**config.mk**
```make
export PLATFORM = sky130hd
export DESIGN_NAME = urukul_spi_master
export DESIGN_NICKNAME = d
export VERILOG_FILES = /design/src/rtl/urukul_spi_master.sv
export SDC_FILE = /design/constraint.sdc
export NUM_CORES = 1
export LEC_CHECK = 0
export BUFFER_PORTS_ARGS = -buffer_cell sky130_fd_sc_hd__clkbuf_2
export CORE_MARGIN = 1.5
export CORE_UTILIZATION = 45
export DETAILED_ROUTE_END_ITERATION = 7
export PLACE_DENSITY = 0.68
export SLEW_MARGIN = 5
export SYNTH_ARGS = -nofsm -noshare
export SYNTH_HDL_FRONTEND = slang
export SYNTH_SLANG_ARGS = --single-unit
```
**constraint.sdc**
```tcl
create_clock -name sys_clk -period 2.3 [get_ports sys_clk]
set_input_delay 0 -clock sys_clk [delete_from_list [all_inputs] [get_ports sys_clk]]
set_output_delay 0 -clock sys_clk [all_outputs]
set_load 0.01 [all_outputs]
```
**src/rtl/urukul_spi_master.sv**
```systemverilog
// SPI master for the Urukul EEM: encoded chip select, MSB-first shift of up to 32 bits,
// programmable SCK half-period and an optional IO_UPDATE strobe after CS release.
module urukul_spi_master #(
    parameter int unsigned DIV_W = 8,
    parameter int unsigned LEN_W = 6
) (
    input  logic             sys_clk,
    input  logic             sys_rst_n,
    input  logic             start,
    input  logic [2:0]       cs_sel,
    input  logic [LEN_W-1:0] len,
    input  logic [DIV_W-1:0] div,
    input  logic [31:0]      wdata,
    input  logic             upd,
    output logic             ready,
    output logic             done,
    output logic [31:0]      rdata,
    output logic             sck,
    output logic             mosi,
    input  logic             miso,
    output logic [2:0]       cs,
    output logic             io_update
);

    typedef enum logic [2:0] {
        StIdle,
        StSetup,
        StHigh,
        StLow,
        StHold,
        StUpdate
    } state_e;

    state_e           state_q, state_d;
    logic [DIV_W-1:0] cnt_q, cnt_d;
    logic [DIV_W-1:0] div_q, div_d;
    logic [4:0]       bit_q, bit_d;
    logic [31:0]      wdata_q, wdata_d;
    logic [31:0]      shift_q, shift_d;
    logic [31:0]      rdata_q, rdata_d;
    logic             upd_q, upd_d;
    logic             upd_phase_q, upd_phase_d;
    logic             sck_q, sck_d;
    logic             mosi_q, mosi_d;
    logic [2:0]       cs_q, cs_d;
    logic             io_q, io_d;
    logic             done_q, done_d;
    logic             phase_end;

    assign phase_end = (cnt_q == '0);
    // The done cycle still reads as busy so a start on that cycle is dropped.
    assign ready     = (state_q == StIdle) && !done_q;

    always_comb begin
        state_d     = state_q;
        cnt_d       = cnt_q;
        div_d       = div_q;
        bit_d       = bit_q;
        wdata_d     = wdata_q;
        shift_d     = shift_q;
        rdata_d     = rdata_q;
        upd_d       = upd_q;
        upd_phase_d = upd_phase_q;
        sck_d       = sck_q;
        mosi_d      = mosi_q;
        cs_d        = cs_q;
        io_d        = io_q;
        done_d      = 1'b0;

        if (state_q != StIdle && !phase_end) begin
            cnt_d = cnt_q - DIV_W'(1);
        end

        case (state_q)
            StIdle: begin
                if (start && ready) begin
                    div_d   = div;
                    cnt_d   = div;
                    bit_d   = 5'(len);
                    wdata_d = wdata;
                    upd_d   = upd;
                    cs_d    = cs_sel;
                    mosi_d  = wdata[5'(len)];
                    shift_d = '0;
                    state_d = StSetup;
                end
            end
            StSetup, StLow: begin
                if (phase_end) begin
                    sck_d   = 1'b1;
                    shift_d = {shift_q[30:0], miso};
                    cnt_d   = div_q;
                    state_d = StHigh;
                end
            end
            StHigh: begin
                if (phase_end) begin
                    sck_d = 1'b0;
                    cnt_d = div_q;
                    if (bit_q != 5'd0) begin
                        bit_d   = bit_q - 5'd1;
                        mosi_d  = wdata_q[bit_q - 5'd1];
                        state_d = StLow;
                    end else begin
                        state_d = StHold;
                    end
                end
            end
            StHold: begin
                if (phase_end) begin
                    cs_d   = 3'd0;
                    mosi_d = 1'b0;
                    cnt_d  = div_q;
                    if (upd_q) begin
                        upd_phase_d = 1'b0;
                        state_d     = StUpdate;
                    end else begin
                        done_d  = 1'b1;
                        rdata_d = shift_q;
                        state_d = StIdle;
                    end
                end
            end
            StUpdate: begin
                // First phase is a gap after CS release, second phase drives the strobe.
                if (phase_end) begin
                    cnt_d = div_q;
                    if (!upd_phase_q) begin
                        upd_phase_d = 1'b1;
                        io_d        = 1'b1;
                    end else begin
                        io_d    = 1'b0;
                        done_d  = 1'b1;
                        rdata_d = shift_q;
                        state_d = StIdle;
                    end
                end
            end
            default: state_d = StIdle;
        endcase
    end

    always_ff @(posedge sys_clk or negedge sys_rst_n) begin
        if (!sys_rst_n) begin
            state_q     <= StIdle;
            cnt_q       <= '0;
            div_q       <= '0;
            bit_q       <= '0;
            wdata_q     <= '0;
            shift_q     <= '0;
            rdata_q     <= '0;
            upd_q       <= 1'b0;
            upd_phase_q <= 1'b0;
            sck_q       <= 1'b0;
            mosi_q      <= 1'b0;
            cs_q        <= 3'd0;
            io_q        <= 1'b0;
            done_q      <= 1'b0;
        end else begin
            state_q     <= state_d;
            cnt_q       <= cnt_d;
            div_q       <= div_d;
            bit_q       <= bit_d;
            wdata_q     <= wdata_d;
            shift_q     <= shift_d;
            rdata_q     <= rdata_d;
            upd_q       <= upd_d;
            upd_phase_q <= upd_phase_d;
            sck_q       <= sck_d;
            mosi_q      <= mosi_d;
            cs_q        <= cs_d;
            io_q        <= io_d;
            done_q      <= done_d;
        end
    end

    assign done      = done_q;
    assign rdata     = rdata_q;
    assign sck       = sck_q;
    assign mosi      = mosi_q;
    assign cs        = cs_q;
    assign io_update = io_q;

endmodule

```
==> summary.txt, run 1 <==
Power
  – Worst vdd ir: 0.0004449 V
  – Overall power: 5.187 mW
  – Leakage: 3.911 nW
  – Power Density: 664.9 nW/um2

Clock network
  – CTS H-tree depth: 4
  – Clk slew on worst S/H paths: 0.06 ns
  – TritonCTS clock tree: yes
  – TritonCTS Buffers: 17
  – Max Buffers Root-to-Sink: 2
  – Number of setup buffers added after CTS: 0
  – Clock Latency Late Sink: 0.42 ns
  – CTS root buffer: clkbuf_16
  – Clock Sinks: 129

Setup path
  – Worst path required time: 2.60 ns
  – Critical Path End Type: register
  – CP arrival: 2.41 ns
  – Crit Path Max Fanout: 33
  – Crit Path Class: reg -> reg
  – Crit path launch type: register

Final layout
  – Final std cell area, no fill: 7801 um2
  – Antenna diodes: 0
  – Layout cell share with drive strength beyond 1: 29.80%
  – Layout area overhead: 29.12%
  – Util after Layout: 59.14%
  – Final net count: 733

Floorplanning
  – Starting Density: 45.81%
  – Core area: 13190 um2
  – Die width: 118.9 um
  – I/O pins: 94
  – FP Rows: 42
  – DIE HEIGHT: 118.9 um
  – Die area: 14130 um2

Timing
  – RSZ-0062 raised after global routing: no
  – Worst Tran Pin Value: 0.7249 ns
  – Final min period: 2.108 ns
  – Worst setup margin: 0.1917 ns
  – Final setup skew: 0.008405 ns
  – Setup total negative slack: 0 ns
  – Final worst path period share: 91.67%
  – Fin. Hold Viols: 0
  – Slew HR: 51.67%
  – Max-slew violation count: 0
  – Final setup viols: 0
  – FMAX: 0.4743 GHz

Synth
  – Synth area leaders: dfrtp_1, nand2_1, mux2_4
  – Post-synthesis register bit count: 129
  – Share of the synthesized area in the top cell type: 53.43%
  – Register area share after synthesis: 53.43%
  – Syn_area_per_cell: 11.40 um2
  – Gate Count Post-Synth: 530
  – Cell taking the most area after synthesis: dfrtp_1
  – Syn Nets: 587
  – Ys async rst share: 100.0%
  – Top FF cell, synth: dfrtp_1
  – Cell variety after synth: 59
  – Synth warnings: 0
  – Cell Area, Synth: 6042 um2
  – Post-synth EDFFs: 0

Global route
  – GRT overflow: 0
  – Initial antenna violation count: 0
  – Met1 global-route usage: 27.07%
  – Busiest layer in global routing: met2
  – Global-route wire length before repair: 22.82 mm
  – Met2 usage: 33.39%
  – Pin count of the biggest net entering global routing: 57
  – Number of global-route vias before repair: 4661
  – Met3 Use GR: 4.454%
  – Total Routing Usage GR: 20.48%

Placed design
  – Post-placement cell area: 6745 um2
  – Setup WS pre-CTS: 0.1583 ns
  – Post-DP HPWL: 8.838 mm
  – Port bufs: 92
  – Routability cong.: 0.8465

Drt
  – Via count: 4522
  – Via/cell ratio: 5.234
  – Initial DRC count: 273
  – TritonRoute pass-1 iters: 5
  – Post-DRT Antenna Nets: 0
  – DRC Markers: 0
  – WL/cell: 15.42 um
  – Post-Route WL: 13.33 mm

Outcome
  – Status: finished clean

Hold path
  – Hold Path Class: in -> reg

Run
  – Max-cap violation count: 0
## cells in the final DEF (no fill, tap or decap), types with 3 or more instances in the layout
cell           synthesis  final
nand2_1              150    150
dfrtp_1              129    129
clkbuf_2               1     91
dlygate4sd3_1          0     48
a22o_1                32     32
mux2_4                29     29
clkbuf_16              0     17
mux4_2                16     16
o21ai_0               15     15
buf_4                  0     15
nor2_1                15     14
inv_1                 13     13
a21oi_1                8      8
nand3_1                8      8
o211ai_1               8      8
mux2i_1                7      7
xor2_1                 5      5
mux2_2                 5      5
nand2b_1               3      3
nor3_1                 3      3
nor4_1                 3      3
xnor2_1                3      3
o22ai_1                3      3
ha_1                   3      3
clkinvlp_4             0      3
clkbuf_8               0      3
clkinv_4               0      3
buf_12                 0      3
## layout make-up
cell class	count	area [um2]
Timing Repair Buffer	157	1109
Sequential cell	129	3228
Clock buffer	20	466.7
Clock inverter	11	106.4
Inverter	13	48.80
Multi-Input combinational cell	358	2623
Fill cell	1095	5389
Tap cell	176	220.2
## routing by layer
metal  up-vias  share of wire (%)
li1       2164                  -
met1      2219                 45
met2       119                 49
met3        20                3.8
met4         0                1.7
met5         -                  0
## state kept, by name (all words and copies together) (netlist names)
name and cells:
rdata 32, shift_q 32, wdata_q 32, cnt_q 8, div_q 8, bit_q 5
cs 3, state_q 3, done 1, io_update 1, mosi 1, sck 1
upd_phase_q 1, upd_q 1
## stage by stage
stage | std cells | hold slack [ns]
final | 864 | 0.04131
after global routing | 864 | 0.04921
after CTS | 864 | 0.03162
after detailed placement | 785 | 0.1115
after global placement | 785 | 0.09340
after floorplan | 530 | -0.2956
## repair_timing
action                                  4_1_cts  5_1_grt
hold endpoints to repair                    110        0
hold buffers                                 48        0
gates resized for setup                       0        1
endpoints found under the setup margin        0        3
## worst max-delay path, cell delays in order, from the launching register on
cell,delay [ns]
dfrtp_1,0.39
inv_1,0.15
ha_1,0.18
nor3b_2,0.24
nand2_2,0.21
nor3_4,0.20
nand2_2,0.08
buf_12,0.19
mux2_4,0.32
## logic make-up after synthesis
group / synth area share (%)
DFF: 53.43
buffers and inverters: 3.355
and+or+nand+nor: 15.43
AOI/OAI and AO/OA: 10.75
muxes: 15.26
xor gates and xnor gates: 1.160
adders and majority gates: 0.6213
## report_power, final
| group | switching [mW] | internal (mW) | total [mW] | leakage (nW) |
|---|---|---|---|---|
| clock | 1.01 | 1.57 | 2.58 | 0.275 |
| combinational | 0.129 | 0.149 | 0.278 | 1.93 |
| sequential | 0.0217 | 2.31 | 2.33 | 1.70 |
## synthesized netlist by cell type (3+ instances only)
| master | instances |
|---|---|
| nand2_1 | 150 |
| dfrtp_1 | 129 |
| a22o_1 | 32 |
| mux2_4 | 29 |
| mux4_2 | 16 |
| nor2_1 | 15 |
| o21ai_0 | 15 |
| buf_2 | 14 |
| inv_1 | 13 |
| clkbuf_1 | 12 |
| a21oi_1 | 8 |
| nand3_1 | 8 |
| o211ai_1 | 8 |
| mux2i_1 | 7 |
| mux2_2 | 5 |
| xor2_1 | 5 |
| buf_6 | 3 |
| ha_1 | 3 |
| nand2b_1 | 3 |
| nor3_1 | 3 |
| nor4_1 | 3 |
| o22ai_1 | 3 |
| xnor2_1 | 3 |
## final timing paths
kind | start | end | slack [ns] | cells past startpoint
worst max-delay path | cnt_q[0]$_DFF_PN0_ | rdata[4]$_DFFE_PN0P_ | 0.19 | 8
worst min-delay path | len[2] | bit_q[2]$_DFFE_PN0P_ | 0.04 | 3
worst max register to register | cnt_q[0]$_DFF_PN0_ | rdata[4]$_DFFE_PN0P_ | 0.19 | 8
worst min register to register | wdata_q[15]$_DFFE_PN0P_ | wdata_q[15]$_DFFE_PN0P_ | 0.47 | 2
max in group asynchronous | sys_rst_n | cnt_q[6]$_DFF_PN0_ | 1.28 | 3
min in group asynchronous | sys_rst_n | rdata[17]$_DFFE_PN0P_ | 0.19 | 2
Note: power is estimated with default switching activity, not from simulation.
==> run 2, diff against run 1 <==
--- a/config.mk
+++ b/config.mk
@@ -5,6 +5,7 @@
 export SDC_FILE = /design/constraint.sdc
 export NUM_CORES = 1
 export LEC_CHECK = 0
+export ABC_AREA = 1
 export BUFFER_PORTS_ARGS = -buffer_cell sky130_fd_sc_hd__clkbuf_2
 export CORE_MARGIN = 1.5
 export CORE_UTILIZATION = 45
==> run 2 against run 1 <==
  * Worst hold slack got worse by 0.020 ns
  * Critical path type unchanged
  * First-iteration DRC count increased by 46%
  * Worst setup slack improved by 0.0045 ns
  * Critical endpoint is now div_q[1]$_DFFE_PN0P_
  * Register-to-register slack about the same
  * Global-route usage increased by 0.97 points
  * Sequential power increased by 34%
  * Critical path depth increased by 1
==> summary.txt, run 2 <==
Timing
  – Worst Tran Pin Value: 0.5724 ns (was 0.7249 ns)
  – Hold WS: 0.02146 ns (was 0.04131 ns)
  – Final setup viols: 0 (unchanged)
  – Final worst path period share: 91.47% (was 91.67%)
  – FMAX: 0.4753 GHz (was 0.4743 GHz)
  – Max-slew violation count: 0 (unchanged)
  – Final min period: 2.104 ns (was 2.108 ns)
  – Fin. Hold Viols: 0 (unchanged)
  – RSZ-0062 raised after global routing: no (unchanged)
  – Slew HR: 61.60% (was 51.67%)
  – Worst setup margin: 0.1962 ns (was 0.1917 ns)
  – Final setup skew: 0.008922 ns (was 0.008405 ns)
  – Setup total negative slack: 0 ns (unchanged)

Synth
  – Top FF cell, synth: dfrtp_1 (unchanged)
  – Synth area leaders: dfrtp_1, nand2_1, nand3_1 (was dfrtp_1, nand2_1, mux2_4)
  – XOR/XNOR Fraction of Synth Area: 0.5792% (was 1.160%)
  – Syn Nets: 785 (was 587)
  – Register area share after synthesis: 53.37% (was 53.43%)
  – Gate Count Post-Synth: 728 (was 530)
  – Adder-Cell Fraction of Synth Area: 0.6206% (was 0.6212%)
  – Combinational family with the most area after synthesis: simple AND/OR/NAND/NOR gates (unchanged)
  – Count leader, synth: nand2_1 (unchanged)
  – Post-synthesis register bit count: 129 (unchanged)
  – Post-Synth Simple-Gate Area: 26.19% (was 15.43%)
  – Synth warnings: 0 (unchanged)
  – Compound-cell area share of the yosys netlist: 11.25% (was 10.75%)
  – Share of the synthesized area in the top cell type: 53.37% (was 53.43%)
  – Syn_area_per_cell: 8.308 um2 (was 11.40 um2)
  – Cell taking the most area after synthesis: dfrtp_1 (unchanged)
  – Cell variety after synth: 36 (was 59)
  – Post-synthesis mux area share: 0% (was 15.26%)
  – Synth top cells by count: nand2_1, dfrtp_1, inv_1 (was nand2_1, dfrtp_1, a22o_1)
  – Cell Area, Synth: 6048 um2 (was 6042 um2)
  – Post-synth EDFFs: 0 (unchanged)
  – Ys async rst share: 100.0% (unchanged)

Drt
  – TritonRoute pass-1 iters: 5 (unchanged)
  – Initial DRC count: 399 (was 273)
  – Post-DRT Antenna Nets: 0 (unchanged)
  – Via count: 5266 (was 4522)
  – Post-Route WL: 14.21 mm (was 13.33 mm)
  – WL/cell: 13.40 um (was 15.42 um)
  – DRC Markers: 0 (unchanged)
  – Via/cell ratio: 4.968 (was 5.234)

Setup path
  – Crit path from: state_q[0]$_DFFE_PN0P_ (was cnt_q[0]$_DFF_PN0_)
  – Crit path launch type: register (unchanged)
  – Crit path to: div_q[1]$_DFFE_PN0P_ (was rdata[4]$_DFFE_PN0P_)
  – Highest-delay cell along the critical path: dlygate4sd3_1 (was dfrtp_1)
  – Crit Path Max Fanout: 41 (was 33)
  – Worst path required time: 2.65 ns (was 2.60 ns)
  – CP arrival: 2.46 ns (was 2.41 ns)
  – Crit Path Class: reg -> reg (unchanged)
  – Cell Chain, Critical Path: nor2_4, nand2_2, nor2_4, nand2_4, inv_6, buf_12, nand2_1, nand2_1, dlygate4sd3_1 (was inv_1, ha_1, nor3b_2, nand2_2, nor3_4, nand2_2, buf_12, mux2_4)
  – Worst R2R End: div_q[1]$_DFFE_PN0P_ (was rdata[4]$_DFFE_PN0P_)
  – Max stage delay on crit path: 0.55 ns (was 0.39 ns)
  – Critical Path End Type: register (unchanged)
  – Reg2Reg Setup Slack: 0.20 ns (was 0.19 ns)
  – Reg2reg start: state_q[0]$_DFFE_PN0P_ (was cnt_q[0]$_DFF_PN0_)
  – R2r worst-path depth: 9 (was 8)

Global route
  – Total Routing Usage GR: 21.45% (was 20.48%)
  – Pin count of the biggest net entering global routing: 65 (was 57)
  – GRT overflow: 0 (unchanged)
  – Number of global-route vias before repair: 5115 (was 4661)
  – Initial antenna violation count: 0 (unchanged)
  – Global-route wire length before repair: 24.37 mm (was 22.82 mm)

Placed design
  – Routability cong.: 0.8871 (was 0.8465)
  – Setup WS pre-CTS: 0.3263 ns (was 0.1583 ns)
  – Post-Place Cells: 978 (was 785)
  – Port bufs: 92 (unchanged)
  – Post-placement cell area: 6680 um2 (was 6745 um2)
  – Post-DP HPWL: 8.894 mm (was 8.838 mm)

Clock network
  – Max Buffers Root-to-Sink: 2 (unchanged)
  – Clock Sinks: 129 (unchanged)
  – Clock Latency Late Sink: 0.42 ns (about the same)
  – TritonCTS Buffers: 17 (unchanged)
  – TritonCTS clock tree: yes (unchanged)
  – CTS root buffer: clkbuf_16 (unchanged)
  – CTS H-tree depth: 4 (unchanged)
  – Number of setup buffers added after CTS: 0 (unchanged)
  – Clk slew on worst S/H paths: 0.06 ns (about the same)

Power
  – Worst vdd ir: 0.0006560 V (was 0.0004449 V)
  – Overall power: 8.681 mW (was 5.187 mW)
  – Net Sw Frac: 35.87% (was 22.30%)
  – Clk pwr share: 30.5% (was 49.7%)
  – Flop pwr share: 36.0% (was 45.0%)
  – Leakage: 3.877 nW (was 3.911 nW)
  – Logic gate share of total power: 33.5% (was 5.4%)
  – P_int: 5.567 mW (was 4.030 mW)
  – Net switching power: 3.114 mW (was 1.157 mW)
  – Power Density: 1116 nW/um2 (was 664.9 nW/um2)

Floorplanning
  – Core area: 13190 um2 (unchanged)
  – Starting Density: 45.85% (was 45.81%)
  – Die width: 118.9 um (about the same)
  – I/O pins: 94 (unchanged)
  – DIE HEIGHT: 118.9 um (about the same)
  – FP Rows: 42 (unchanged)
  – Die area: 14150 um2 (was 14130 um2)

Final layout
  – Layout cell share with drive strength beyond 1: 18.21% (was 29.80%)
  – Util after Layout: 58.95% (was 59.14%)
  – Post-Layout Cell Count: 1060 (was 864)
  – Most common cell after layout, fill and taps aside: nand2_1 (unchanged)
  – Final std cell area, no fill: 7775 um2 (was 7801 um2)
  – Antenna diodes: 0 (unchanged)
  – Fill cell total of the finished layout: 1153 (was 1095)
  – Commonest cells after routing, fill and taps aside: nand2_1, dfrtp_1, clkbuf_2 (unchanged)
  – Seq. cell area: 3229 um2 (was 3228 um2)
  – Area of the multi-input gates: 2342 um2 (was 2623 um2)
  – Final net count: 928 (was 733)
  – Layout area overhead: 28.55% (was 29.12%)

Hold path
  – Hold Path Class: in -> reg (unchanged)

Run
  – Max-cap violation count: 0 (unchanged)

Outcome
  – Status: finished clean (unchanged)
## run 2: cell types whose count changed in the layout (fill, tap and decap cells not counted), sizes merged, moves of 4 or more
| cell | change |
|---|---|
| o211ai | -7 |
| o22ai | +28 |
| nor4 | -5 |
| mux2i | -7 |
| mux4 | -16 |
| nand3 | +55 |
| nor2 | +9 |
| mux2 | -34 |
| nand2 | +114 |
| inv | +62 |
| buf | -4 |
| a22o | -32 |
| o21ai | +57 |
## run 2: layer usage
layer | part of all wire (%) | GRT usage (%)
met5 | 0 | 0
met4 | 1.7 | 7.756
met3 | 4.9 | 4.981
met2 | 48 | 33.83
met1 | 46 | 29.08
## run 2: worst min-delay path by stage
stage | depth (start not counted) | to | slack (ns) | start
final | 5 | bit_q[3]$_DFFE_PN0P_ | 0.02 | len[3]
after global routing | 5 | bit_q[3]$_DFFE_PN0P_ | 0.05 | len[3]
after CTS | 5 | bit_q[3]$_DFFE_PN0P_ | 0.007 | len[3]
after detailed placement | 1 | shift_q[24]$_DFFE_PN0P_ | 0.02 | sys_rst_n
after global placement | 1 | shift_q[24]$_DFFE_PN0P_ | 0.02 | sys_rst_n
after floorplan | 0 | bit_q[0]$_DFFE_PN0P_ | -0.30 | sys_rst_n
## run 2: timing repair
item / CTS / global route
resized for setup: 0 / 4
hold buffers: 50 / 0
endpoints found under the setup margin: 0 / 1
endpoints found under the hold margin: 94 / 0
## run 2: kinds of logic after synthesis
| kind of cell | Yosys count |
|---|---|
| AO/OA/AOI/OAI | 120 |
| adder cells (fa/ha/maj) | 3 |
| buffers and inverters | 110 |
| AND/OR/NAND/NOR | 362 |
| flip-flops | 129 |
| XOR/XNOR | 4 |
## run 2: final cells by class
type	instances	area share (%)
Clock buffer	23	6.147
Multi-Input combinational cell	489	30.13
Clock inverter	9	1.352
Sequential cell	129	41.54
Tap cell	176	2.832
Inverter	79	3.878
Timing Repair Buffer	155	14.13
## run 2: power by group through the flow
| stage | clock network (mW) | logic [mW] | registers [mW] |
|---|---|---|---|
| final | 2.64 | 2.91 | 3.13 |
| after global routing | 2.80 | 3.31 | 3.19 |
| after CTS | 2.69 | 2.89 | 3.12 |
| after detailed placement | 0 | 2.79 | 3.15 |
| after global placement | 0 | 2.74 | 3.14 |
| after floorplan | 0 | 2.14 | 3.09 |
## run 2: critical path: cells and delay by family, from the launching register on
family / cells / cell delay, ns
buffers and inverters: 3 / 0.89
and+or+nand+nor: 6 / 0.68
DFF: 1 / 0.47
